**src/rtl/rr_request_arbiter.sv**
```systemverilog
// Round-robin request arbiter feeding the 16-to-4 encoder: sticky pending capture,
// registered one-hot grant held until acknowledged, saturating coalesce counter.
module rr_request_arbiter #(
    parameter int N_REQ = 16,
    parameter int PTR_W = 4,
    parameter int CNT_W = 8
) (
    input  logic             clk,
    input  logic             reset,
    input  logic [0:15]      req_in,
    input  logic [0:15]      mask,
    input  logic             grant_ack,
    output logic [0:15]      grant,
    output logic             grant_valid,
    output logic [0:15]      pending,
    output logic [CNT_W-1:0] coalesce_cnt
);

    typedef enum logic {
        IDLE  = 1'b0,
        GRANT = 1'b1
    } state_t;

    state_t             state, state_next;
    logic [PTR_W-1:0]   ptr, ptr_next;
    logic [PTR_W-1:0]   grant_idx, grant_idx_next;
    logic [0:15]        grant_next;
    logic               grant_valid_next;
    logic [0:15]        clr;
    logic [0:15]        pending_next;
    logic [0:15]        eligible;
    logic [0:15]        merged;
    logic [4:0]         merged_cnt;
    logic [CNT_W:0]     cnt_sum;
    logic [CNT_W-1:0]   coalesce_next;
    logic [PTR_W-1:0]   pick_idx;
    logic               pick_found;

    assign eligible = pending & ~mask;

    // Round-robin scan starting at ptr; first eligible line wins.
    always_comb begin
        pick_idx   = '0;
        pick_found = 1'b0;
        for (int unsigned i = 0; i < 16; i++) begin
            logic [PTR_W-1:0] idx;
            idx = ptr + PTR_W'(i);
            if (!pick_found && eligible[idx]) begin
                pick_idx   = idx;
                pick_found = 1'b1;
            end
        end
    end

    always_comb begin
        state_next       = state;
        ptr_next         = ptr;
        grant_idx_next   = grant_idx;
        grant_next       = grant;
        grant_valid_next = grant_valid;
        clr              = '0;
        case (state)
            IDLE: begin
                grant_next       = '0;
                grant_valid_next = 1'b0;
                if (pick_found) begin
                    grant_next[pick_idx] = 1'b1;
                    grant_valid_next     = 1'b1;
                    grant_idx_next       = pick_idx;
                    state_next           = GRANT;
                end
            end
            GRANT: begin
                if (grant_ack) begin
                    clr              = grant;
                    ptr_next         = grant_idx + 1'b1;
                    grant_next       = '0;
                    grant_valid_next = 1'b0;
                    state_next       = IDLE;
                end
            end
            default: state_next = IDLE;
        endcase
    end

    // A request arriving with the clearing ack re-arms the bit rather than coalescing.
    always_comb begin
        pending_next = (pending & ~clr) | req_in;
        merged       = req_in & pending & ~clr;
        merged_cnt   = '0;
        for (int unsigned k = 0; k < 16; k++) begin
            merged_cnt = merged_cnt + {4'b0, merged[k]};
        end
        cnt_sum = {1'b0, coalesce_cnt} + (CNT_W+1)'(merged_cnt);
        if (cnt_sum[CNT_W]) begin
            coalesce_next = '1;
        end else begin
            coalesce_next = cnt_sum[CNT_W-1:0];
        end
    end

    always_ff @(posedge clk) begin
        if (reset) begin
            state        <= IDLE;
            ptr          <= '0;
            grant_idx    <= '0;
            grant        <= '0;
            grant_valid  <= 1'b0;
            pending      <= '0;
            coalesce_cnt <= '0;
        end else begin
            state        <= state_next;
            ptr          <= ptr_next;
            grant_idx    <= grant_idx_next;
            grant        <= grant_next;
            grant_valid  <= grant_valid_next;
            pending      <= pending_next;
            coalesce_cnt <= coalesce_next;
        end
    end

endmodule

```
**config.mk**
```make
export PLATFORM = sky130hd
export DESIGN_NAME = rr_request_arbiter
export DESIGN_NICKNAME = d
export VERILOG_FILES = /design/src/rtl/rr_request_arbiter.sv
export SDC_FILE = /design/constraint.sdc
export NUM_CORES = 1
export LEC_CHECK = 0
export ABC_AREA = 1
export CAP_MARGIN = 40
export CORE_ASPECT_RATIO = 0.9
export CORE_MARGIN = 2
export CORE_UTILIZATION = 50
export CTS_CLUSTER_DIAMETER = 100
export CTS_CLUSTER_SIZE = 28
export DETAILED_ROUTE_END_ITERATION = 8
export PLACE_DENSITY = 0.78
export SYNTH_ARGS = -nofsm -noshare
export SYNTH_HDL_FRONTEND = slang
export SYNTH_SLANG_ARGS = --single-unit
```
**constraint.sdc**
```tcl
create_clock -name clk -period 5.3 [get_ports clk]
set_input_delay 1.06 -clock clk [delete_from_list [all_inputs] [get_ports clk]]
set_output_delay 1.06 -clock clk [all_outputs]
set_load 0.02 [all_outputs]
```
==> metrics.md <==
| Metric | Value |
|---|---|
| Max FO, Critical Path | `5` |
| Leak Pwr | `around 2.8 nW` |
| Hold_ws | `about 500 ps` |
| TritonCTS Buffers | `5` |
| Worst Setup Path Type | `primary input to flip-flop` |
| Die Area | `slightly above 10,000 sq um` |
| EDFF count, synth | `0` |
| Most used flip-flop cell after synthesis | `dfxtp_1` |
| Tmin final | `roughly 5200 ps` |
| Most frequent cell after synthesis | `nand3_1` |
| Worst Hold Path EP | `grant_valid` |
| Worst EP required | `~5600 ps` |
| Post-DRT Antenna Nets | `0` |
| Clk_skew | `6.37 ps` |
| Hold path cells | `1` |
| Worst path max stage delay | `560 ps` |
| Largest net degree at the start of global routing | `23` |
| Hold path startpoint | `grant_valid` |
| FF+latch area | `1000 sq um` |
| Number of synthesized register bits | `50` |
| Crit share post-route | `0.982` |
| Drt first pass iters | `6` |
| Initial core utilization | `0.513` |
| Routed WL per cell | `between 15 and 20 um` |
| Mean Syn Cell Area | `6.54 sq um` |
| Number of global-route vias before repair | `4,999` |
| CTS root buf | `clkbuf_8` |
| Fin util | `0.645` |
| Max-slew headroom | `0.593` |
| CP Capture Type | `flip-flop` |
| H-tree depth | `2` |
| Gr usage total | `0.306` |
| Vias | `between 5,000 and 6,000` |
| Max-cap violation count | `0` |
| CTS clk-pin slew, worst paths | `100 ps` |
| Synth Instances | `716` |
| CTS tree | `done` |
| Syn nets | `779` |
| Yosys warns | `0` |
| Core area | `between 9000 and 10,000 sq um` |
| Worst-skew pair later-pin latency | `320 ps` |
| Status | `complete, no violations` |
| I/O pin count | `between 70 and 80` |
| VDD IR max | `about 0.23 mV` |
| CTS sink cnt | `50` |
| Die width | `106 um` |
| Placer Congestion | `1.02` |
| Ranking of synthesized cells by area | `dfxtp_1 (21%), nand3_1 (17%), nand2_1 (10%)` |
| Post-route cell area | `5880 sq um` |
| DRC errors left | `0` |
| Fmax | `0.192 GHz` |
| Fin. max-slew vios | `0` |
| Element type at the critical path start | `primary input` |
| Setup violations, final | `0` |
| Fraction of layout cells with a size suffix above 1 | `0.156` |
| Post-synth ARST share | `0` |
| First-pass GRT wire length | `24,400 um` |
| Final hold vios | `0` |
| Port Buffers | `75` |
| Nets@finish | `865` |
| Cell mode on critical path | `inv_2` |
| Worst Hold Class | `flip-flop to flip-flop` |
| Post-synth top area share | `0.214` |
| DR iter-0 viols | `453` |
| GRT overflow | `0` |
| Ant. Diodes | `0` |
| FF-to-FF End | `coalesce_cnt[5]` |
| Commonest cells in the synthesized netlist | `nand3_1 (163), nand2_1 (130), inv_1 (91)` |
| Arrival time worst endpoint | `between 5000 and 6000 ps` |
| FP Rows | `33` |
| R2R depth | `25` |
| Multi-input logic area | `3280 sq um` |
| Synth-to-layout area growth | `25.7%` |
| Final wirelength | `15,200 um` |
| Post-DP HPWL | `12,100 um` |
| Slowest CP cell | `fa_1` |
| Total power | `2.06 mW` |
| Unrepaired setup endpoints after global routing | `yes` |
| Chip height | `95.8 um` |
| Max clock buf depth | `2` |
| Post-synthesis sequential area ratio | `0.214` |
| Placed Area | `5640 sq um` |
| Largest area contributor in the netlist | `dfxtp_1` |
| Via density | `5.70` |
| Cell Pwr Density | `~350 nW/um^2` |
| Post-synthesis cell type count | `40` |
| Worst-Margin Slew | `610 ps` |
| R2r startpoint | `state` |
| Post-Syn Area | `4680 sq um` |
| Reg2reg setup slack | `510 ps` |
| Initial antenna violation count | `0` |
| Fillers | `829` |
-- metrics by stage --
step | TNS [ps] | worst slack, ps | instances
CTS | 0 | 19.1 | 923
finish | 0 | 97.1 | 925
floorplan | 0 | 9.03 | 716
global placement | -4930 | -699 | 910
global route | -77.2 | -43.0 | 925
detailed placement | -6280 | -886 | 912
-- flip-flops by register name, indices dropped and copies added, names as in the netlist --
register / cells
grant: 16
pending: 16
coalesce_cnt: 8
grant_idx: 4
ptr: 4
grant_valid: 1
state: 1
-- layout make-up --
type                    instances  area share
multi-input cells             545       0.557
well taps                     122      0.0259
inverters                     103      0.0672
clock buffers                   5      0.0117
flip-flops and latches         50       0.170
clock inverters                 3     0.00808
repair buffers                 97       0.160
-- report_power, final --
group	total (mW)	switching [mW]	internal (mW)
clock network	0.287	0.144	0.143
logic	1.28	0.816	0.462
registers	0.496	0.0662	0.429
total	2.06	1.03	1.03
-- cell usage in the layout (no fill, tap or decap), types with 3 or more instances in the layout --
| master | count |
|---|---|
| fa_1 | 10 |
| a31oi_1 | 3 |
| xnor2_1 | 3 |
| a21oi_2 | 7 |
| clkbuf_8 | 5 |
| a21oi_1 | 43 |
| o21ai_0 | 13 |
| nor2_2 | 8 |
| nand4_1 | 18 |
| nand4_2 | 3 |
| nand3_2 | 16 |
| nand2_4 | 4 |
| nor2_1 | 69 |
| inv_2 | 14 |
| nand2_2 | 8 |
| buf_4 | 19 |
| ha_1 | 16 |
| nor2_4 | 11 |
| clkdlybuf4s50_1 | 73 |
| dfxtp_1 | 50 |
| inv_1 | 83 |
| nand2_1 | 125 |
| nand3_1 | 157 |
| nand3_4 | 3 |
| o21ai_2 | 3 |
| clkinv_1 | 3 |
| o21ai_1 | 4 |
-- timing repair --
item	4_1_cts	5_1_grt
buffers inserted	3	2
gates cloned	0	0
resized for setup	18	17
setup endpoints to repair	8	8
pin swaps	8	11
hold buffers	0	0
-- critical path: cells and delay by family --
family          cells  cell delay, ps
compound gates      3             210
buf+inv            11             860
fa+ha+maj           6            2680
simple gates        6             660
-- metal layers --
metal  vias to the layer above  wire length (um)  track usage  share of wire
met5                         -                 0            0              0
met4                         0               306        0.101          0.020
met3                        37              1460       0.0528          0.096
met2                       272              6800        0.504           0.45
met1                      2426              6680        0.412           0.44
li1                       2537                 -            -              -
-- worst max-delay path by stage --
stage	start	endpoint	slack (ps)	depth (start not counted)
floorplan	grant_ack	coalesce_cnt[5]	9	25
global placement	grant_ack	coalesce_cnt[5]	-700	26
detailed placement	grant_ack	coalesce_cnt[5]	-890	26
CTS	grant_ack	coalesce_cnt[5]	20	26
global route	grant_ack	coalesce_cnt[5]	-40	26
finish	grant_ack	coalesce_cnt[5]	100	26
-- cell families (layout without fill, tap and decap cells) --
| logic type | count (synthesis) | after routing | share of synthesized area |
|---|---|---|---|
| xor+xnor | 8 | 8 | 0.0222 |
| compound gates | 77 | 77 | 0.0938 |
| fa+ha+maj | 28 | 28 | 0.0941 |
| flops | 50 | 50 | 0.214 |
| simple gates | 432 | 432 | 0.469 |
| buf+inv | 121 | 208 | 0.107 |
(Power assumes the default switching activity.)
